--- config.mk ---
export PLATFORM = sky130hd
export DESIGN_NAME = alu_arbiter
export DESIGN_NICKNAME = d
export VERILOG_FILES = /design/src/rtl/alu_pkg.sv /design/src/rtl/rr_arb2.sv /design/src/rtl/alu_arbiter.sv
export SDC_FILE = /design/constraint.sdc
export NUM_CORES = 1
export LEC_CHECK = 0
export ABC_AREA = 1
export BUFFER_PORTS_ARGS = -buffer_cell sky130_fd_sc_hd__buf_2
export CAP_MARGIN = 20
export CELL_PAD_IN_SITES_DETAIL_PLACEMENT = 1
export CELL_PAD_IN_SITES_GLOBAL_PLACEMENT = 1
export CORE_AREA = 5 5 204 206
export DETAILED_ROUTE_END_ITERATION = 10
export DIE_AREA = 0 0 209 211
export GPL_ROUTABILITY_DRIVEN = 0
export GPL_TIMING_DRIVEN = 0
export PLACE_DENSITY_LB_ADDON = 0.1
export SLEW_MARGIN = 25
export SYNTH_ARGS = -nofsm -noshare
export SYNTH_HDL_FRONTEND = slang
export SYNTH_SLANG_ARGS = --single-unit
--- constraint.sdc ---
create_clock -name clk -period 13.7 [get_ports clk]
set_input_delay 0.685 -clock clk [delete_from_list [all_inputs] [get_ports clk]]
set_output_delay 0.685 -clock clk [all_outputs]
set_load 0.01 [all_outputs]
--- src/rtl/alu_pkg.sv ---
// Shared definitions for the ALU arbiter: op code constants and FSM state encoding.
package alu_pkg;

  localparam logic [2:0] OpAnd = 3'b000;
  localparam logic [2:0] OpSub = 3'b001;
  localparam logic [2:0] OpAdd = 3'b010;
  localparam logic [2:0] OpDiv = 3'b011;
  localparam logic [2:0] OpMul = 3'b100;

  typedef enum logic [1:0] {
    StIdle  = 2'b00,
    StIssue = 2'b01,
    StResp  = 2'b10
  } state_e;

endpackage

--- src/rtl/rr_arb2.sv ---
// Two-way grant selection: a lone requester wins, a tie goes to the pointed-at port.
module rr_arb2 (
  input  logic [1:0] i_req,
  input  logic       i_ptr,
  output logic [1:0] o_gnt
);

  always_comb begin
    o_gnt = 2'b00;
    if (i_req == 2'b11) begin
      o_gnt = i_ptr ? 2'b10 : 2'b01;
    end else begin
      o_gnt = i_req;
    end
  end

endmodule

--- src/rtl/alu_arbiter.sv ---
// Shares one external combinational ALU between two requesters, one operation per
// IDLE -> ISSUE -> RESP pass, with round-robin arbitration on ties.
module alu_arbiter
  import alu_pkg::*;
#(
  parameter int WIDTH = 64,
  parameter int OP_W  = 3
) (
  input  logic             clk,
  input  logic             reset,
  input  logic             req0_valid,
  output logic             req0_ready,
  input  logic [WIDTH-1:0] req0_a,
  input  logic [WIDTH-1:0] req0_b,
  input  logic [OP_W-1:0]  req0_op,
  input  logic             req1_valid,
  output logic             req1_ready,
  input  logic [WIDTH-1:0] req1_a,
  input  logic [WIDTH-1:0] req1_b,
  input  logic [OP_W-1:0]  req1_op,
  output logic             rsp0_valid,
  input  logic             rsp0_ready,
  output logic             rsp1_valid,
  input  logic             rsp1_ready,
  output logic [WIDTH-1:0] rsp_result,
  output logic             rsp_zero,
  output logic             rsp_err,
  output logic [WIDTH-1:0] alu_a_in,
  output logic [WIDTH-1:0] alu_b_in,
  output logic [OP_W-1:0]  alu_operation,
  input  logic [WIDTH-1:0] alu_result,
  input  logic             alu_zero
);

  state_e           r_state;
  state_e           w_state_next;
  logic             r_ptr;
  logic             r_port;
  logic [WIDTH-1:0] r_a;
  logic [WIDTH-1:0] r_b;
  logic [OP_W-1:0]  r_op;
  logic [WIDTH-1:0] r_result;
  logic             r_zero;
  logic             r_err;

  logic [1:0]       w_gnt;
  logic             w_force_err;
  logic             w_rsp_hs;

  rr_arb2 u_rr_arb2 (
    .i_req ({req1_valid, req0_valid}),
    .i_ptr (r_ptr),
    .o_gnt (w_gnt)
  );

  // Unsupported op codes and divide-by-zero bypass the ALU entirely.
  assign w_force_err = (r_op > OP_W'(OpMul)) || ((r_op == OP_W'(OpDiv)) && (r_b == '0));
  assign w_rsp_hs    = r_port ? rsp1_ready : rsp0_ready;

  assign rsp_result = r_result;
  assign rsp_zero   = r_zero;
  assign rsp_err    = r_err;

  always_comb begin
    w_state_next  = r_state;
    req0_ready    = 1'b0;
    req1_ready    = 1'b0;
    rsp0_valid    = 1'b0;
    rsp1_valid    = 1'b0;
    alu_a_in      = '0;
    alu_b_in      = '0;
    alu_operation = OP_W'(OpAdd);
    unique case (r_state)
      StIdle: begin
        // Gate with reset so a held request is never acknowledged while in reset.
        req0_ready = w_gnt[0] & ~reset;
        req1_ready = w_gnt[1] & ~reset;
        if (|w_gnt) w_state_next = StIssue;
      end
      StIssue: begin
        alu_a_in      = r_a;
        alu_b_in      = r_b;
        alu_operation = r_op;
        w_state_next  = StResp;
      end
      StResp: begin
        rsp0_valid = ~r_port;
        rsp1_valid = r_port;
        if (w_rsp_hs) w_state_next = StIdle;
      end
      default: w_state_next = StIdle;
    endcase
  end

  always_ff @(posedge clk or posedge reset) begin
    if (reset) begin
      r_state  <= StIdle;
      r_ptr    <= 1'b0;
      r_port   <= 1'b0;
      r_a      <= '0;
      r_b      <= '0;
      r_op     <= '0;
      r_result <= '0;
      r_zero   <= 1'b0;
      r_err    <= 1'b0;
    end else begin
      r_state <= w_state_next;
      unique case (r_state)
        StIdle: begin
          if (|w_gnt) begin
            r_port <= w_gnt[1];
            r_a    <= w_gnt[1] ? req1_a  : req0_a;
            r_b    <= w_gnt[1] ? req1_b  : req0_b;
            r_op   <= w_gnt[1] ? req1_op : req0_op;
          end
        end
        StIssue: begin
          r_result <= w_force_err ? '0 : alu_result;
          r_zero   <= w_force_err | alu_zero;
          r_err    <= w_force_err;
        end
        StResp: begin
          if (w_rsp_hs) r_ptr <= ~r_port;
        end
        default: ;
      endcase
    end
  end

endmodule

==> results by group, run 1 <==
Floorplan
  – Initial Util: 25.0%
  – Die area: 44,100 um2
  – DIE WIDTH: 209 um
  – Ports: 534
  – Die height: 211 um
  – Total core area: 39,500 um2
  – FP Rows: 73

STA
  – RSZ-0062 raised after global routing: no
  – Layout Skew: 0.0107 ns
  – Worst Hold Slack: 0.205 ns
  – Final Max Slew Viols: 0
  – Final WS setup: 10.69 ns
  – Period utilization: 22.0%
  – Final min period: 3.01 ns
  – Setup tns final: 0 ns
  – Final setup fails: 0
  – Worst slew pin tran: 0.529 ns
  – Maximum clock rate: 332 MHz
  – Final Hold Vio Count: 0
  – Slew headroom: 64.8%

GRT
  – Global routing usage on met2: 37.2%
  – First-pass GRT wire length: 72.6 mm
  – Largest net degree at the start of global routing: 77
  – Vias in the first global route: 11,800
  – GR peak layer: met2
  – Met3 Use GR: 6.12%
  – GR met1 Demand/Resource: 25.0%
  – Overflow after GRT: 0
  – Total GRT Usage: 20.9%
  – Initial antenna violation count: 23

Routing
  – Final WL: 48.2 mm
  – WL/cell: 20.5 um
  – First drt pass iteration count: 4
  – Vias after detailed routing: 10,700
  – Detail Route Antenna Nets: 0
  – DRT iter0 DRCs: 529
  – Routed vias/inst: 4.56
  – DRC viols: 0

Power
  – P_leak: 7.67 nW
  – Maximum vdd drop: 0.0910 mV
  – PD cells: 230 nW/um2

Worst setup path
  – Slowest CP cell: dfrtp_1
  – CP Cell Sequence: o21ai_4 > inv_2 > buf_2 > buf_2 > nor3_1 > buf_2
  – Critical path data required time: 13.02 ns
  – Setup CP Type: reg2out
  – Critical path arrival: 2.32 ns
  – CP Capture Type: primary output
  – Crit path largest cell delay: 0.40 ns
  – CP startpoint kind: register
  – CP dominant cell by count: buf_2
  – CP max FO: 10

Yosys
  – Top cells by area, synth: dfrtp_1 51%, nor2_1 11%, o22ai_1 8.0%
  – Synth Area in Compound Gates: 15.8%
  – Cell count after synthesis: 1,233
  – Largest family of logic cells by synthesized area: simple AND/OR/NAND/NOR gates
  – Post-synth top area cell: dfrtp_1
  – Primary FF master, synth: dfrtp_1
  – Ys Warns: 0
  – Asr flop ratio synth: 100%
  – Mux contribution to synthesized area: 0%
  – Synth Area in Simple Gates: 22.2%
  – Number of distinct library cells after synthesis: 25
  – Cell Area, Synth: 9850 um2
  – Area share of the largest cell type after synthesis: 51.1%
  – Syn nets: 1,566
  – Syn avg cell area: 7.99 um2
  – Area share of fa/ha/maj cells after synthesis: 0%
  – Register area share after synthesis: 51.1%
  – XOR/XNOR Fraction of Synth Area: 0%
  – Number of flops mapped to enable cells by yosys: 0
  – Most frequent cells after synthesis: 300 x nor2_1, 201 x dfrtp_1, 155 x nand2_1
  – Flops & latches, synth: 201
  – Count leader, synth: nor2_1

Placement
  – Detailed Place HPWL: 37.5 mm
  – Pre-CTS setup slack: 10.72 ns
  – Port bufs: 533

Clock tree
  – Clock latency on the worst-skew pair: 0.53 ns
  – H-tree levels: 1
  – CTS buffer count: 26
  – Gates resized, CTS repair: 0
  – Post-CTS Hold Buffers: 0
  – CTS root buf: clkbuf_16
  – Post-CTS setup buffers: 0
  – # clock sinks: 201
  – TritonCTS clock tree: done
  – Max clock buf depth: 3
  – Reg clk slew, reported paths: 0.06 ns

Finish
  – NumNets Final: 2,129
  – Filler instances: 4,987
  – Area delta synth->final: 43.5%
  – Multi-input gate area: 3750 um2
  – Sequential Area: 5030 um2
  – Post-layout util: 35.8%
  – Share of layout cells above drive strength 1: 37.5%

Job
  – Max-cap violation count: 0

Status
  – Result of the run: completed

Hold path
  – Hold Path Class: in2async
cell type report:
| class | count | share of cell area (%) |
|---|---|---|
| multi-input combinational | 800 | 26.5 |
| inverter | 140 | 3.77 |
| buffer | 92 | 3.83 |
| sequential | 201 | 35.6 |
| tap | 525 | 4.65 |
| timing repair buffer | 535 | 19.3 |
| clock inverter | 12 | 1.01 |
| antenna | 15 | 0.266 |
| clock buffer | 33 | 5.08 |
cells in the final DEF, fill, tap and decap left out, types with 25 or more instances in the layout:
| master | Yosys | layout |
|---|---|---|
| o22ai_1 | 126 | 126 |
| buf_2 | 50 | 583 |
| o21ai_0 | 126 | 126 |
| clkbuf_1 | 21 | 25 |
| inv_1 | 136 | 135 |
| dfrtp_1 | 201 | 201 |
| clkbuf_16 | 0 | 27 |
| nand2_1 | 155 | 155 |
| nand3_1 | 51 | 51 |
| nor2_1 | 300 | 300 |
logic make-up after synthesis:
family	Yosys count
compound gates	269
buf+inv	232
flops	201
simple gates	531
report_power, final:
group	total (mW)	switching, mW	internal [mW]	leakage (nW)
Clock	0.704	0.279	0.424	0.418
Sequential	1.01	0.127	0.885	2.47
Combinational	1.53	0.978	0.553	4.78
registers in the layout, indices dropped and copies added (netlist names):
name        count
r_a            64
r_b            64
r_op            3
r_port          1
r_ptr           1
r_state         2
rsp_err         1
rsp_result     64
rsp_zero        1
final timing paths:
check                                           startpoint                          to  slack (ns)  cells after the start
worst min register to register  rsp_result[33]$_DFFE_PP0N_  rsp_result[33]$_DFFE_PP0N_        0.47                      2
min in group clk                            alu_result[44]  rsp_result[44]$_DFFE_PP0N_        0.37                      3
worst max-delay path                     r_ptr$_DFFE_PP0P_                  req0_ready       10.69                      6
worst max register to register         r_op[2]$_DFFE_PP0P_  rsp_result[59]$_DFFE_PP0N_       11.62                      8
worst min-delay path                                 reset      r_state[1]$_DFFE_PP0P_        0.20                      2
max in group asynchronous                            reset         r_b[31]$_DFFE_PP0P_       12.72                      3
worst max-delay path: cells and delay by family, from the launching register on:
kind | cells | cell delay [ns]
AO/OA/AOI/OAI | 1 | 0.36
AND/OR/NAND/NOR | 1 | 0.17
flip-flops | 1 | 0.40
buffers and inverters | 4 | 0.86
routing by layer:
metal | vias to the layer above | wire length, um
met5 | - | 75
met4 | 14 | 1060
met3 | 68 | 3440
met2 | 333 | 24700
met1 | 5192 | 18900
li1 | 5134 | -
stage by stage:
stage	std cells	instance area, um2	power (mW)
final	2353	14100	3.25
after CTS	2338	14100	3.31
after global placement	2291	13200	2.56
after global routing	2350	14100	3.52
after detailed placement	2293	13200	2.58
after floorplan	1233	9850	1.94
Note: power is estimated with default switching activity, not from simulation.
==> inputs of run 2 (changes only) <==
CORE_AREA = 5 5 205 207   (was 5 5 204 206)
DIE_AREA = 0 0 210 212   (was 0 0 209 211)
clock period = 2.58 ns   (was 13.7 ns; I/O delays follow)
==> run 2 against run 1 <==
Against the previous run:
- sequential power grew to 5.3 times the previous value
- final area is 25% higher
- power grew to 6.2 times the previous value
- highest routed layer unchanged
- clock power grew to 6.0 times the previous value
- combinational power grew to 6.9 times the previous value
- sequential share of layout area is 7.2 points lower
- first-iteration DRC count is 0.95% higher
- largest cell class is now non-clock buffers
- die area is 0.95% higher
- flip-flop and latch count stayed put
==> results by group, run 2 (synthesis results as in run 1) <==
Clock tree
  – Clock latency on the worst-skew pair: 0.54 ns
  – # clock sinks: 201
  – Reg clk slew, reported paths: 0.06 ns
  – H-tree levels: 1
  – CTS root buf: clkbuf_16
  – TritonCTS clock tree: done
  – CTS buffer count: 27
  – Max clock buf depth: 3

STA
  – Period utilization: 91.5%
  – Final setup fails: 0
  – Final WS setup: 0.219 ns
  – Maximum clock rate: 424 MHz
  – Layout Skew: 0.00965 ns
  – Setup tns final: 0 ns
  – RSZ-0062 raised after global routing: no
  – Slew headroom: 55.7%
  – Final min period: 2.36 ns
  – Final Hold Vio Count: 0
  – Final Max Slew Viols: 0
  – Worst slew pin tran: 0.664 ns

Routing
  – Detail Route Antenna Nets: 0
  – WL/cell: 19.0 um
  – Vias after detailed routing: 12,100
  – DRC viols: 0
  – Final WL: 51.3 mm
  – Routed vias/inst: 4.47
  – First drt pass iteration count: 4
  – DRT iter0 DRCs: 534

Worst setup path
  – Setup CP Type: reg2out
  – CP Capture Type: primary output
  – Critical path arrival: 2.23 ns
  – Critical path data required time: 2.45 ns
  – CP max FO: 10
  – CP startpoint kind: register

GRT
  – Initial antenna violation count: 20
  – First-pass GRT wire length: 78.4 mm
  – Total GRT Usage: 22.3%
  – Overflow after GRT: 0
  – Vias in the first global route: 13,700
  – Largest net degree at the start of global routing: 29

Floorplan
  – Die height: 212 um
  – Ports: 534
  – DIE WIDTH: 210 um
  – Total core area: 40,200 um2
  – Die area: 44,500 um2
  – FP Rows: 74
  – Initial Util: 24.5%

Finish
  – Most frequent cells in the layout: 582 x buf_2, 332 x dlygate4sd3_1, 300 x nor2_1
  – Post-layout util: 44.1%
  – Area of all placed cells without fillers: 17,700 um2
  – Filler instances: 4,960
  – Area delta synth->final: 80.1%
  – NumNets Final: 2,471
  – Share of layout cells above drive strength 1: 32.2%
  – Commonest non-fill, non-tap cell in the layout: buf_2

Power
  – PD cells: 1140 nW/um2
  – Pwr Total: 20.2 mW
  – P_leak: 9.27 nW
  – Maximum vdd drop: 0.448 mV

Hold path
  – Hold Path Class: in2async

Placement
  – Port bufs: 533
  – Placed Area: 13,400 um2
  – Pre-CTS setup slack: 0.391 ns
  – Detailed Place HPWL: 38.1 mm

Status
  – Result of the run: completed

Job
  – Max-cap violation count: 0
[run 2: worst paths after layout]
kind / startpoint / end / slack, ns / cells past startpoint
setup / recovery: r_state[0]$_DFFE_PP0P_ / alu_b_in[63] / 0.22 / 7
hold / removal: reset / r_ptr$_DFFE_PP0P_ / 0.27 / 3
setup reg to reg: r_state[1]$_DFFE_PP0P_ / r_b[8]$_DFFE_PP0P_ / 0.33 / 8
hold reg to reg: rsp_result[45]$_DFFE_PP0N_ / rsp_result[45]$_DFFE_PP0N_ / 0.47 / 2
max in group asynchronous: reset / r_b[32]$_DFFE_PP0P_ / 1.34 / 6
min in group clk: alu_result[54] / rsp_result[54]$_DFFE_PP0N_ / 0.35 / 4
[run 2: per-stage QoR]
step,std cells,hold WS (ns)
final,2698,0.268
after global routing,2696,0.288
after CTS,2687,0.251
after detailed placement,2306,0.247
after global placement,2298,0.353
after floorplan,1233,0.253
[run 2: repair_timing]
item                                   in CTS  in global routing
buffers inserted                            0                  3
setup endpoints to repair                   1                  4
gates resized for setup                     0                  1
pin swaps                                   1                  1
endpoints found under the hold margin     217                  0
hold buffers                              332                  0
[run 2: routing by layer]
layer  up-vias  GRT usage, %  part of all wire [%]
met5         -             0                  0.25
met4        22          6.30                   2.9
met3       102          6.64                   7.0
met2       347          40.5                    51
met1      5794          25.4                    39
li1       5805             -                     -
[run 2: report_power, final]
part / internal, mW / total, mW / switching (mW)
Combinational: 4.86 / 10.5 / 5.68
Sequential: 4.70 / 5.38 / 0.681
Clock: 2.74 / 4.24 / 1.50
Total: 12.3 / 20.2 / 7.86
[run 2: critical path, cell delays in order, from the launching register on]
cell,delay (ns)
dfrtp_1,0.41
inv_2,0.11
nor2_4,0.05
inv_2,0.17
clkbuf_4,0.30
buf_2,0.33
nor2_1,0.13
buf_2,0.18
[run 2: final cells by class]
class | instances | area, um2 | area share [%]
Clock inverter | 11 | 209 | 1.18
Inverter | 140 | 529 | 2.98
Antenna cell | 8 | 20.0 | 0.113
Clock buffer | 38 | 797 | 4.49
Multi-Input combinational cell | 800 | 3750 | 21.1
Timing Repair Buffer | 876 | 6190 | 34.9
Sequential cell | 201 | 5030 | 28.4
Tap cell | 532 | 666 | 3.75
Buffer | 92 | 544 | 3.07
